===== config.mk =====
export PLATFORM = sky130hd
export DESIGN_NAME = alarm_controller
export DESIGN_NICKNAME = d
export VERILOG_FILES = /design/src/rtl/alarm_controller.sv
export SDC_FILE = /design/constraint.sdc
export NUM_CORES = 1
export LEC_CHECK = 0
export BUFFER_PORTS_ARGS = -buffer_cell sky130_fd_sc_hd__buf_2
export CELL_PAD_IN_SITES_DETAIL_PLACEMENT = 1
export CELL_PAD_IN_SITES_GLOBAL_PLACEMENT = 2
export CORE_UTILIZATION = 34
export DETAILED_ROUTE_END_ITERATION = 16
export PLACE_DENSITY = 0.95
export REMOVE_ABC_BUFFERS = 1
export SETUP_SLACK_MARGIN = 0.05
export SLEW_MARGIN = 25
export SYNTH_ARGS = -nofsm -noshare
export SYNTH_HDL_FRONTEND = slang
export SYNTH_SLANG_ARGS = --single-unit

===== constraint.sdc =====
create_clock -name clk -period 4.3 [get_ports clk]
set_input_delay 0.86 -clock clk [delete_from_list [all_inputs] [get_ports clk]]
set_output_delay 0.86 -clock clk [all_outputs]
set_load 0.05 [all_outputs]

===== src/rtl/alarm_controller.sv =====
// Alarm stage for the clock counter: stores the alarm time, detects the daily
// match on the 1 Hz tick and runs the ring/snooze/stop state machine.
module alarm_controller #(
  parameter int RING_SECS       = 60,
  parameter int SNOOZE_SECS     = 300,
  parameter int ALARM_HOUR_INIT = 7,
  parameter int ALARM_MIN_INIT  = 0
) (
  input  logic       clk,
  input  logic       reset,
  input  logic       en,
  input  logic [4:0] hour,
  input  logic [5:0] mins,
  input  logic [5:0] secs,
  input  logic       alarm_on,
  input  logic       set_alarm,
  input  logic       ahour_inc,
  input  logic       amin_inc,
  input  logic       stop,
  input  logic       snooze,
  output logic [4:0] alarm_hour,
  output logic [5:0] alarm_min,
  output logic [3:0] ahour1,
  output logic [1:0] ahour2,
  output logic [3:0] amin1,
  output logic [2:0] amin2,
  output logic       ringing,
  output logic       snoozing,
  output logic       buzzer
);

  localparam int RW = $clog2(RING_SECS + 1);
  localparam int SW = $clog2(SNOOZE_SECS + 1);

  localparam logic [1:0] S_IDLE = 2'd0;
  localparam logic [1:0] S_RING = 2'd1;
  localparam logic [1:0] S_SNZ  = 2'd2;

  localparam logic [RW-1:0] RING_LAST = RW'(RING_SECS - 1);
  localparam logic [SW-1:0] SNZ_LAST  = SW'(SNOOZE_SECS - 1);
  localparam logic [4:0]    HOUR_INIT = 5'(ALARM_HOUR_INIT);
  localparam logic [5:0]    MIN_INIT  = 6'(ALARM_MIN_INIT);

  logic [1:0]    state_q, state_d;
  logic [RW-1:0] ring_cnt_q, ring_cnt_d;
  logic [SW-1:0] snz_cnt_q, snz_cnt_d;
  logic          beep_q, beep_d;
  logic [4:0]    ahour_q, ahour_d;
  logic [5:0]    amin_q, amin_d;
  logic          match;

  // Minute wraps without carrying into the hour.
  always_comb begin
    ahour_d = ahour_q;
    amin_d  = amin_q;
    if (set_alarm) begin
      if (ahour_inc) ahour_d = (ahour_q == 5'd23) ? 5'd0 : ahour_q + 5'd1;
      if (amin_inc)  amin_d  = (amin_q == 6'd59)  ? 6'd0 : amin_q + 6'd1;
    end
  end

  assign match = en & (hour == ahour_q) & (mins == amin_q) & (secs == 6'd0);

  always_comb begin
    state_d    = state_q;
    ring_cnt_d = ring_cnt_q;
    snz_cnt_d  = snz_cnt_q;
    beep_d     = beep_q;
    case (state_q)
      S_IDLE: begin
        if (match & alarm_on & ~set_alarm) begin
          state_d    = S_RING;
          ring_cnt_d = '0;
          beep_d     = 1'b1;
        end
      end
      S_RING: begin
        // Pulses are checked before the tick so they win over count/toggle.
        if (stop | ~alarm_on) begin
          state_d = S_IDLE;
          beep_d  = 1'b0;
        end else if (snooze) begin
          state_d   = S_SNZ;
          snz_cnt_d = '0;
        end else if (en) begin
          if (ring_cnt_q == RING_LAST) begin
            state_d = S_IDLE;
            beep_d  = 1'b0;
          end else begin
            ring_cnt_d = ring_cnt_q + 1'b1;
            beep_d     = ~beep_q;
          end
        end
      end
      S_SNZ: begin
        if (stop | ~alarm_on) begin
          state_d = S_IDLE;
          beep_d  = 1'b0;
        end else if (en) begin
          if (snz_cnt_q == SNZ_LAST) begin
            state_d    = S_RING;
            ring_cnt_d = '0;
            beep_d     = 1'b1;
          end else begin
            snz_cnt_d = snz_cnt_q + 1'b1;
          end
        end
      end
      default: begin
        state_d = S_IDLE;
        beep_d  = 1'b0;
      end
    endcase
  end

  always_ff @(posedge clk or posedge reset) begin
    if (reset) begin
      state_q    <= S_IDLE;
      ring_cnt_q <= '0;
      snz_cnt_q  <= '0;
      beep_q     <= 1'b0;
      ahour_q    <= HOUR_INIT;
      amin_q     <= MIN_INIT;
    end else begin
      state_q    <= state_d;
      ring_cnt_q <= ring_cnt_d;
      snz_cnt_q  <= snz_cnt_d;
      beep_q     <= beep_d;
      ahour_q    <= ahour_d;
      amin_q     <= amin_d;
    end
  end

  // Decoded straight from the registers so reset drops the buzzer immediately.
  assign ringing    = (state_q == S_RING);
  assign snoozing   = (state_q == S_SNZ);
  assign buzzer     = ringing & beep_q;
  assign alarm_hour = ahour_q;
  assign alarm_min  = amin_q;
  assign ahour1     = 4'(ahour_q % 5'd10);
  assign ahour2     = 2'(ahour_q / 5'd10);
  assign amin1      = 4'(amin_q % 6'd10);
  assign amin2      = 3'(amin_q / 6'd10);

endmodule


==> results of run 1 <==
[cells by family (layout without fill, tap and decap cells)]
| kind of cell | after synthesis | in the layout | synth area share |
|---|---|---|---|
| AOI/OAI and AO/OA | 72 | 72 | 0.2052 |
| xor gates and xnor gates | 16 | 16 | 0.06031 |
| adders and majority gates | 14 | 14 | 0.07539 |
| buffers and inverters | 30 | 80 | 0.05654 |
| DFF | 29 | 29 | 0.3139 |
| muxes | 7 | 7 | 0.03070 |
| and+or+nand+nor | 111 | 111 | 0.2579 |
[state kept, by name (all words and copies together), names as in the netlist]
name,flops
alarm_hour,5
alarm_min,6
beep_q,1
ring_cnt_q,6
snz_cnt_q,9
state_q,2
[final timing paths]
kind | slack, ns | to | startpoint | cells after the start
max | 0.66 | ahour1[2] | alarm_hour[3] | 10
min | 0.47 | snz_cnt_q[2] | reset | 2
max reg2reg | 2.26 | ring_cnt_q[2] | alarm_hour[0] | 5
min reg2reg | 0.52 | snz_cnt_q[1] | snz_cnt_q[1] | 2
max in group asynchronous | 3.17 | alarm_hour[2] | reset | 3
min in group clk | 0.52 | snz_cnt_q[1] | snz_cnt_q[1] | 2
[layout make-up]
class / count / area share
clock buffers: 7 / 0.03146
flip-flops and latches: 29 / 0.2658
repair buffers: 53 / 0.09758
multi-input cells: 220 / 0.5331
clock inverters: 1 / 0.01094
inverters: 19 / 0.02599
well taps: 77 / 0.03511
[worst reg2reg max path, delay by kind of cell, from the launching register on]
kind	cells	cell delay [ns]
flip-flops	1	0.62
XOR/XNOR	1	0.18
AND/OR/NAND/NOR	3	0.99
AO/OA/AOI/OAI	1	0.12
[cell usage in the layout (no fill, tap or decap), types with 4 or more instances in the layout]
cell type,count
a21oi_1,17
a31oi_1,4
buf_2,52
clkbuf_8,6
dfrtp_1,26
ha_1,14
inv_1,18
mux2i_1,6
nand2_1,32
nand2b_1,9
nand3_1,10
nand4_1,7
nor2_1,15
nor2b_1,4
nor3_1,7
nor4_1,5
o21a_1,4
o21ai_0,13
o21ai_1,10
or3_1,6
xnor2_1,15
[where the power goes]
| group | switching [W] | internal (W) |
|---|---|---|
| clock network | 0.000112 | 0.000189 |
| logic | 0.000912 | 0.000375 |
| registers | 0.000144 | 0.000341 |
| total | 0.00117 | 0.000905 |
[per-layer routing]
layer  track usage  wire length [um]  up-vias
met4       0.05701                81        0
met1        0.2413              2917     1068
met5             0                 0        -
met3       0.03736               218        7
met2        0.3200              3068       46
li1              -                 -     1094
[per-stage QoR]
| step | setup WS (ns) | utilization |
|---|---|---|
| after floorplan | -0.4245 | - |
| after global placement | 1.179 | 0.4068 |
| after detailed placement | 0.9885 | 0.4068 |
| after CTS | 0.6686 | 0.4248 |
| after global routing | 0.3998 | 0.4248 |
| final | 0.6585 | 0.4248 |
==> results.sh, run 1 <==
export IMPL_grt_pass1_vias=2259
export IMPL_synth_largest_type_area_fraction=0.2800
export IMPL_count_of_endpoints_failing_setup_in_the_final_report=0
export IMPL_pwr_density_cell_nw_per_um2=755.2
export IMPL_globalRoute_totalOverflow=0
export IMPL_timing_hold_violations_final=0
export IMPL_tritoncts_num_sinks=29
export IMPL_synth_edff_count=0
export IMPL_status="finished with violations"
export IMPL_multi_input_comb_area_um2=1463
export IMPL_antenna_found_initial=0
export IMPL_rsz0062_at_grt="no"
export IMPL_synthesis_yosys_warnings=0
export IMPL_clock_tree_root_cell="clkbuf_8"
export IMPL_cts_buffers=5
export IMPL_cp_arrival_ns=2.78
export IMPL_maxClockFrequency_mhz=274.6
export IMPL_grt_first_pass_wirelength_um=10700
export IMPL_dieArea_um2=7168
export IMPL_post_synth_inst_count=279
export IMPL_design_power_total_w=0.002072
export IMPL_ratio_of_cells_with_drive_above_1_in_the_final_layout=0.2340
export IMPL_top_level_ports=53
export IMPL_layout_cell_area_non_filler_um2=2744
export IMPL_die_width_um=84.67
export IMPL_vias=2215
export IMPL_worst_path_max_delay_cell="dfrtp_1"
export IMPL_ys_flop_type="dfrtp_1"
export IMPL_synthTopCellsByArea="dfrtp_1 28%, ha_1 7.5%, xnor2_1 5.7%"
export IMPL_final_period_utilization=0.8469
export IMPL_grt_max_degree=25
export IMPL_die_h_um=84.67
export IMPL_crit_path_cell_trace="inv_1 > ha_1 > o21ai_1 > xnor2_1 > ha_1 > nor2_1 > nand2_1 > a21bo_2 > mux2i_1 > buf_2"
export IMPL_finalNetCount=368
export IMPL_postPlaceCellArea_um2=2628
export IMPL_ff_latch_area_um2=729.5
export IMPL_total_leakage_power_nw=1.233
export IMPL_post_place_cells=398
export IMPL_drc=2
export IMPL_start_util=0.3597
export IMPL_fin_skew_ns=0.009919
export IMPL_drt_pass1_iterations=12
export IMPL_floorplan_core_area_um2=6459
export IMPL_tritoncts="yes"
export IMPL_synth_lib_cells_used_distinct=56
export IMPL_hold_ws_ns=0.4735
export IMPL_max_slew_margin=0.6561
export IMPL_min_path_type="in -> async"
export IMPL_cap_violations=0
export IMPL_layout_min_cycle_time_ns=3.641
export IMPL_worst_setup_path_type="reg -> out"
export IMPL_synth_most_common_cell="nand2_1"
export IMPL_clock_latency_ns=0.29
export IMPL_vias_per_cell=5.456
export IMPL_crit_path_start_kind="register"
export IMPL_fin_setup_tns_ns=0
export IMPL_cts_clk_slew_worst_paths_ns=0.07
export IMPL_crit_family="flip-flops"
export IMPL_dp_hpwl_um=4833
export IMPL_transition_at_the_pin_with_the_smallest_max_transition_slack_ns=0.5159
export IMPL_globalRouteTotalUtil=0.1882
export IMPL_ys_seq_elements=29
export IMPL_post_synth_most_frequent_cells="32 x nand2_1, 26 x dfrtp_1, 18 x inv_1, 17 x a21oi_1"
export IMPL_area_growth_syn_to_fin_pct=18.09
export IMPL_number_of_nets_still_failing_antenna_checks_after_routing=0
export IMPL_async_reset_ff_frac=1.000
export IMPL_drv_slew=0
export IMPL_filler_cell_count=810
export IMPL_violated_checks="DRC"
export IMPL_route_detailed_wl_per_inst_um=15.48
export IMPL_critPathBufInv=2
export IMPL_htreeDepth=2
export IMPL_port_buffer_count=52
export IMPL_synthesized_area_um2=2323
export IMPL_crit_path_frequent_cell="ha_1"
export IMPL_cts_repair_resize_count=0
export IMPL_drtIter0Drc=75
export IMPL_critPathCaptureType="output port"
export IMPL_finalWeightedCongestion=0.8280
export IMPL_cts_hold_buffers=0
export IMPL_post_synth_cell_area_avg_um2=8.328
export IMPL_postRouteWirelength_um=6286
export IMPL_std_cell_rows=29
export IMPL_postCtsSetupBuffers=0
export IMPL_cpPeakStageDelay_ns=0.55
export IMPL_max_vdd_ir_drop_v=0.0008756
export IMPL_synth_area_leader_cell="dfrtp_1"
export IMPL_synth_seq_area_share=0.3139
export IMPL_finish_cell_count_without_fillers=406
export IMPL_worst_path_max_fanout=11
export IMPL_worst_endpoint_required_ns=3.44
export IMPL_num_antenna_cells=0
export IMPL_cts_max_path_buffers=2
Note: power is estimated with default switching activity, not from simulation.
==> run 2: changes to the inputs <==
--- a/config.mk
+++ b/config.mk
@@ -8,9 +8,9 @@
 export BUFFER_PORTS_ARGS = -buffer_cell sky130_fd_sc_hd__buf_2
 export CELL_PAD_IN_SITES_DETAIL_PLACEMENT = 1
 export CELL_PAD_IN_SITES_GLOBAL_PLACEMENT = 2
-export CORE_UTILIZATION = 34
+export CORE_UTILIZATION = 32
 export DETAILED_ROUTE_END_ITERATION = 16
-export PLACE_DENSITY = 0.95
+export PLACE_DENSITY = 0.93
 export REMOVE_ABC_BUFFERS = 1
 export SETUP_SLACK_MARGIN = 0.05
 export SLEW_MARGIN = 25
==> constraint.sdc (replaced) <==
create_clock -name clk -period 3.81 [get_ports clk]
set_input_delay 0.762 -clock clk [delete_from_list [all_inputs] [get_ports clk]]
set_output_delay 0.762 -clock clk [all_outputs]
set_load 0.05 [all_outputs]
==> results.sh, run 2 (same netlist as run 1, synthesis figures left out) <==
export IMPL_maxClockFrequency_mhz=293.6
export IMPL_critPathCaptureType="output port"
export IMPL_worst_setup_path_type="reg -> out"
export IMPL_floorplan_core_area_um2=6907
export IMPL_clock_latency_ns=0.28
export IMPL_port_buffer_count=52
export IMPL_cts_clk_slew_worst_paths_ns=0.06
export IMPL_worst_path_max_fanout=11
export IMPL_drt_pass1_iterations=4
export IMPL_fin_setup_tns_ns=0
export IMPL_finalWeightedCongestion=0.8694
export IMPL_transition_at_the_pin_with_the_smallest_max_transition_slack_ns=0.6423
export IMPL_hold_ws_ns=0.5224
export IMPL_max_vdd_ir_drop_v=0.0008298
export IMPL_cts_buffers=5
export IMPL_grt_first_pass_wirelength_um=10090
export IMPL_mostFrequentLayoutCells="52 x buf_2, 32 x nand2_1, 26 x dfrtp_1"
export IMPL_max_slew_margin=0.5713
export IMPL_cpPeakStageDelay_ns=0.53
export IMPL_globalRoute_totalOverflow=0
export IMPL_std_cell_rows=30
export IMPL_top_level_ports=53
export IMPL_design_power_total_w=0.002233
export IMPL_htreeDepth=2
export IMPL_cts_max_path_buffers=2
export IMPL_top_register="snz_cnt_q"
export IMPL_route_detailed_wl_per_inst_um=14.46
export IMPL_fin_skew_ns=0.004178
export IMPL_clock_tree_root_cell="clkbuf_8"
export IMPL_worst_r2r_path_depth=6
export IMPL_vias_per_cell=5.153
export IMPL_timing_hold_violations_final=0
export IMPL_antenna_found_initial=0
export IMPL_cap_violations=0
export IMPL_cp_arrival_ns=2.64
export IMPL_drc=0
export IMPL_largest_register_ffs=9
export IMPL_drtIter0Drc=51
export IMPL_grt_max_degree=18
export IMPL_rrSetupSlack_ns=1.75
export IMPL_timing_rr_start="snz_cnt_q[0]"
export IMPL_start_util=0.3364
export IMPL_globalRouteTotalUtil=0.1703
export IMPL_dieArea_um2=7606
export IMPL_die_h_um=87.21
export IMPL_worst_endpoint_required_ns=3.05
export IMPL_status="finished, final reports clean"
export IMPL_rsz0062_at_grt="no"
export IMPL_grt_pass1_vias=2187
export IMPL_hold_path_startpoint="ring_cnt_q[0]"
export IMPL_layout_cells_most_common="buf_2"
export IMPL_timing_hold_worst_endpoint="ring_cnt_q[0]"
export IMPL_die_width_um=87.21
export IMPL_cts_repair_resize_count=0
export IMPL_cts_hold_buffers=0
export IMPL_ratio_of_cells_with_drive_above_1_in_the_final_layout=0.2280
export IMPL_tritoncts="yes"
export IMPL_pre_cts_slack_ns=0.6758
export IMPL_crit_path_start_kind="register"
export IMPL_count_of_endpoints_failing_setup_in_the_final_report=0
export IMPL_layout_min_cycle_time_ns=3.406
export IMPL_whs_path_depth=1
export IMPL_pwr_density_cell_nw_per_um2=817.6
export IMPL_crit_path_cell_trace="inv_1 > ha_1 > o21ai_1 > xnor2_1 > ha_1 > nor2_1 > nand2_1 > a21bo_2 > mux2i_1 > buf_2"
export IMPL_ff_to_ff_end="snz_cnt_q[7]"
export IMPL_crit_path_frequent_cell="ha_1"
export IMPL_dp_hpwl_um=4767
export IMPL_finish_utilization=0.3955
export IMPL_tritoncts_num_sinks=29
export IMPL_num_antenna_cells=0
export IMPL_postCtsSetupBuffers=0
export IMPL_drv_slew=0
export IMPL_min_path_type="reg -> reg"
export IMPL_total_leakage_power_nw=1.214
export IMPL_worst_path_max_delay_cell="dfrtp_1"
export IMPL_final_period_utilization=0.8939
export IMPL_area_growth_syn_to_fin_pct=17.56
export IMPL_number_of_nets_still_failing_antenna_checks_after_routing=0
export IMPL_final_critical_path_setup_slack_ns=0.4041
export IMPL_finalNetCount=368
export IMPL_postRouteWirelength_um=6147
export IMPL_vias=2190
export IMPL_filler_cell_count=884
-- run 2: worst max path at each step --
| stage | from | endpoint | slack [ns] | cells after the start |
|---|---|---|---|---|
| 4_1_cts | alarm_hour[3] | ahour1[2] | 0.35 | 10 |
| 2_1_floorplan | alarm_min[2] | amin1[3] | -0.82 | 8 |
| 3_3_place_gp | alarm_hour[3] | ahour1[2] | 0.76 | 10 |
| 5_1_grt | alarm_hour[3] | ahour1[2] | 0.09 | 10 |
| 3_5_place_dp | alarm_hour[3] | ahour1[2] | 0.68 | 10 |
| 6_report | alarm_hour[3] | ahour1[2] | 0.40 | 10 |
-- run 2: final cells by class --
type / count / area, um^2 / share of cell area
multi-input cells: 220 / 1463 / 0.5355
inverters: 19 / 71.32 / 0.02611
clock buffers: 8 / 80.08 / 0.02932
well taps: 96 / 120.1 / 0.04398
repair buffers: 53 / 267.8 / 0.09803
flip-flops and latches: 29 / 729.5 / 0.2671
-- run 2: per-stage QoR --
stage,instance area (um^2),instances
finish,2731,425
global route,2731,425
CTS,2731,425
detailed placement,2651,417
global placement,2651,417
floorplan,2263,268
-- run 2: metal layers --
layer / GRT usage / routed length [um] / up-vias
met4: 0.06259 / 88 / 0
met5: 0 / 0 / -
li1: - / - / 1089
met1: 0.2155 / 2945 / 1048
met3: 0.02749 / 206 / 7
met2: 0.2921 / 2907 / 46
-- run 2: where the power goes --
| group | internal, W | switching, W | total (W) |
|---|---|---|---|
| clock network | 0.000130 | 0.000116 | 0.000245 |
| logic | 0.000422 | 0.00102 | 0.00144 |
| registers | 0.000385 | 0.000160 | 0.000545 |
-- run 2: worst max-delay path: cells and delay by family, from the launching register on --
family	cells	cell delay, ns
buffers and inverters	2	0.43
and+or+nand+nor	2	0.17
AOI/OAI and AO/OA	2	0.46
muxes	1	0.14
xor gates and xnor gates	1	0.16
DFF	1	0.53
adders and majority gates	2	0.46
==> run 3: changes to the inputs <==
--- a/config.mk
+++ b/config.mk
@@ -9,7 +9,9 @@
 export CELL_PAD_IN_SITES_DETAIL_PLACEMENT = 1
 export CELL_PAD_IN_SITES_GLOBAL_PLACEMENT = 2
 export CORE_UTILIZATION = 32
+export CTS_CLUSTER_SIZE = 40
 export DETAILED_ROUTE_END_ITERATION = 16
+export GPL_ROUTABILITY_DRIVEN = 0
 export PLACE_DENSITY = 0.93
 export REMOVE_ABC_BUFFERS = 1
 export SETUP_SLACK_MARGIN = 0.05
==> constraint.sdc (replaced) <==
create_clock -name clk -period 3.81 [get_ports clk]
set_input_delay 0.762 -clock clk [delete_from_list [all_inputs] [get_ports clk]]
set_output_delay 0.762 -clock clk [all_outputs]
set_load 0.005 [all_outputs]
==> results.sh, run 3 (same netlist as run 1, synthesis figures left out) <==
export IMPL_globalRoute_totalOverflow=0
export IMPL_drtIter0Drc=67
export IMPL_drv_slew=0
export IMPL_cp_arrival_ns=2.52
export IMPL_cap_violations=0
export IMPL_area_growth_syn_to_fin_pct=17.66
export IMPL_crit_path_start_kind="register"
export IMPL_std_cell_rows=30
export IMPL_transition_at_the_pin_with_the_smallest_max_transition_slack_ns=0.5378
export IMPL_grt_first_pass_wirelength_um=10070
export IMPL_die_width_um=87.21
export IMPL_largest_register_ffs=9
export IMPL_dp_hpwl_um=4586
export IMPL_total_leakage_power_nw=1.219
export IMPL_final_period_utilization=0.8613
export IMPL_critPathCaptureType="output port"
export IMPL_num_antenna_cells=0
export IMPL_floorplan_core_area_um2=6907
export IMPL_timing_hold_violations_final=0
export IMPL_finish_cell_count_without_fillers=425
export IMPL_status="finished, final reports clean"
export IMPL_worst_path_max_fanout=11
export IMPL_top_register="snz_cnt_q"
export IMPL_tritoncts_num_sinks=29
export IMPL_layout_min_cycle_time_ns=3.281
export IMPL_pwr_density_cell_nw_per_um2=592.7
export IMPL_clock_tree_root_cell="clkbuf_8"
export IMPL_layout_cells_most_common="buf_2"
export IMPL_filler_cell_count=882
export IMPL_antenna_found_initial=0
export IMPL_htreeDepth=2
export IMPL_cts_repair_resize_count=0
export IMPL_cts_clk_slew_worst_paths_ns=0.06
export IMPL_cts_hold_buffers=0
export IMPL_rsz0062_at_grt="no"
export IMPL_postRouteWirelength_um=5946
export IMPL_rrSetupSlack_ns=1.80
export IMPL_die_h_um=87.21
export IMPL_count_of_endpoints_failing_setup_in_the_final_report=0
export IMPL_max_vdd_ir_drop_v=0.0003265
export IMPL_fin_skew_ns=0.003660
export IMPL_post_place_cells=417
export IMPL_number_of_nets_still_failing_antenna_checks_after_routing=0
export IMPL_design_power_total_w=0.001620
export IMPL_finish_utilization=0.3958
export IMPL_vias=2199
export IMPL_dieArea_um2=7606
export IMPL_start_util=0.3364
export IMPL_globalRouteTotalUtil=0.1651
export IMPL_ratio_of_cells_with_drive_above_1_in_the_final_layout=0.2371
export IMPL_top_level_ports=53
export IMPL_maxClockFrequency_mhz=304.7
export IMPL_mostFrequentLayoutCells="52 x buf_2, 32 x nand2_1, 26 x dfrtp_1"
export IMPL_max_slew_margin=0.6410
export IMPL_grt_pass1_vias=2194
export IMPL_drt_pass1_iterations=4
export IMPL_grt_max_degree=25
export IMPL_vias_per_cell=5.174
export IMPL_cts_buffers=5
export IMPL_worst_setup_path_type="reg -> out"
export IMPL_port_buffer_count=52
export IMPL_hold_ws_ns=0.5251
export IMPL_postCtsSetupBuffers=0
export IMPL_worst_endpoint_required_ns=3.05
export IMPL_clock_latency_ns=0.27
export IMPL_min_path_type="in -> async"
export IMPL_drc=0
export IMPL_route_detailed_wl_per_inst_um=13.99
export IMPL_finalNetCount=368
export IMPL_fin_setup_tns_ns=0
export IMPL_tritoncts="yes"
export IMPL_cts_max_path_buffers=2
-- run 3: changes by cell type in the layout (fill, tap and decap cells not counted) --
cell	change
inv_2	+1
clkbuf_1	-2
inv_1	-1
clkinv_2	+2
-- run 3: where the power goes --
part           total (W)  leakage [nW]  internal [W]  switching [W]
sequential      0.000544         0.368      0.000385       0.000159
combinational   0.000830         0.805      0.000415       0.000414
clock           0.000247        0.0450      0.000126       0.000120
-- run 3: worst max-delay path: stages, from the launching register on --
cell     delay, ns
dfrtp_1       0.54
inv_1         0.15
ha_1          0.27
o21ai_1       0.22
xnor2_1       0.16
ha_1          0.21
nor2_1        0.10
nand2_1       0.09
a21bo_2       0.25
mux2i_1       0.14
buf_2         0.13
-- run 3: final cells by class --
type / count / area [um^2] / share of cell area
Inverter: 19 / 71.32 / 0.02609
Tap cell: 96 / 120.1 / 0.04394
Clock buffer: 6 / 72.57 / 0.02654
Timing Repair Buffer: 53 / 267.8 / 0.09794
Multi-Input combinational cell: 220 / 1463 / 0.5350
Clock inverter: 2 / 10.01 / 0.003661
Sequential cell: 29 / 729.5 / 0.2668
-- run 3: per-layer routing --
metal	GRT usage	wire length [um]	share of wire	vias to the layer above
li1	-	-	-	1090
met1	0.2207	2876	0.48	1058
met2	0.2842	2805	0.47	49
met3	0.03033	243	0.041	2
met4	0.02235	21	0.0035	0
met5	0	0	0	-
-- run 3: path summary, 6_finish.rpt --
check	depth (start not counted)	start	endpoint
min in group clk	1	beep_q	beep_q
hold reg to reg	1	beep_q	beep_q
setup / recovery	10	alarm_hour[3]	ahour1[2]
setup reg to reg	5	alarm_min[2]	ring_cnt_q[2]
hold / removal	2	reset	snz_cnt_q[3]
max in group asynchronous	3	reset	alarm_hour[1]
-- run 3: stage by stage --
stage	setup slack (ns)	cell area, um^2
floorplan	1.109	2263
global placement	0.9157	2651
detailed placement	0.8139	2651
CTS	0.4928	2734
global route	0.2656	2734
finish	0.5285	2734
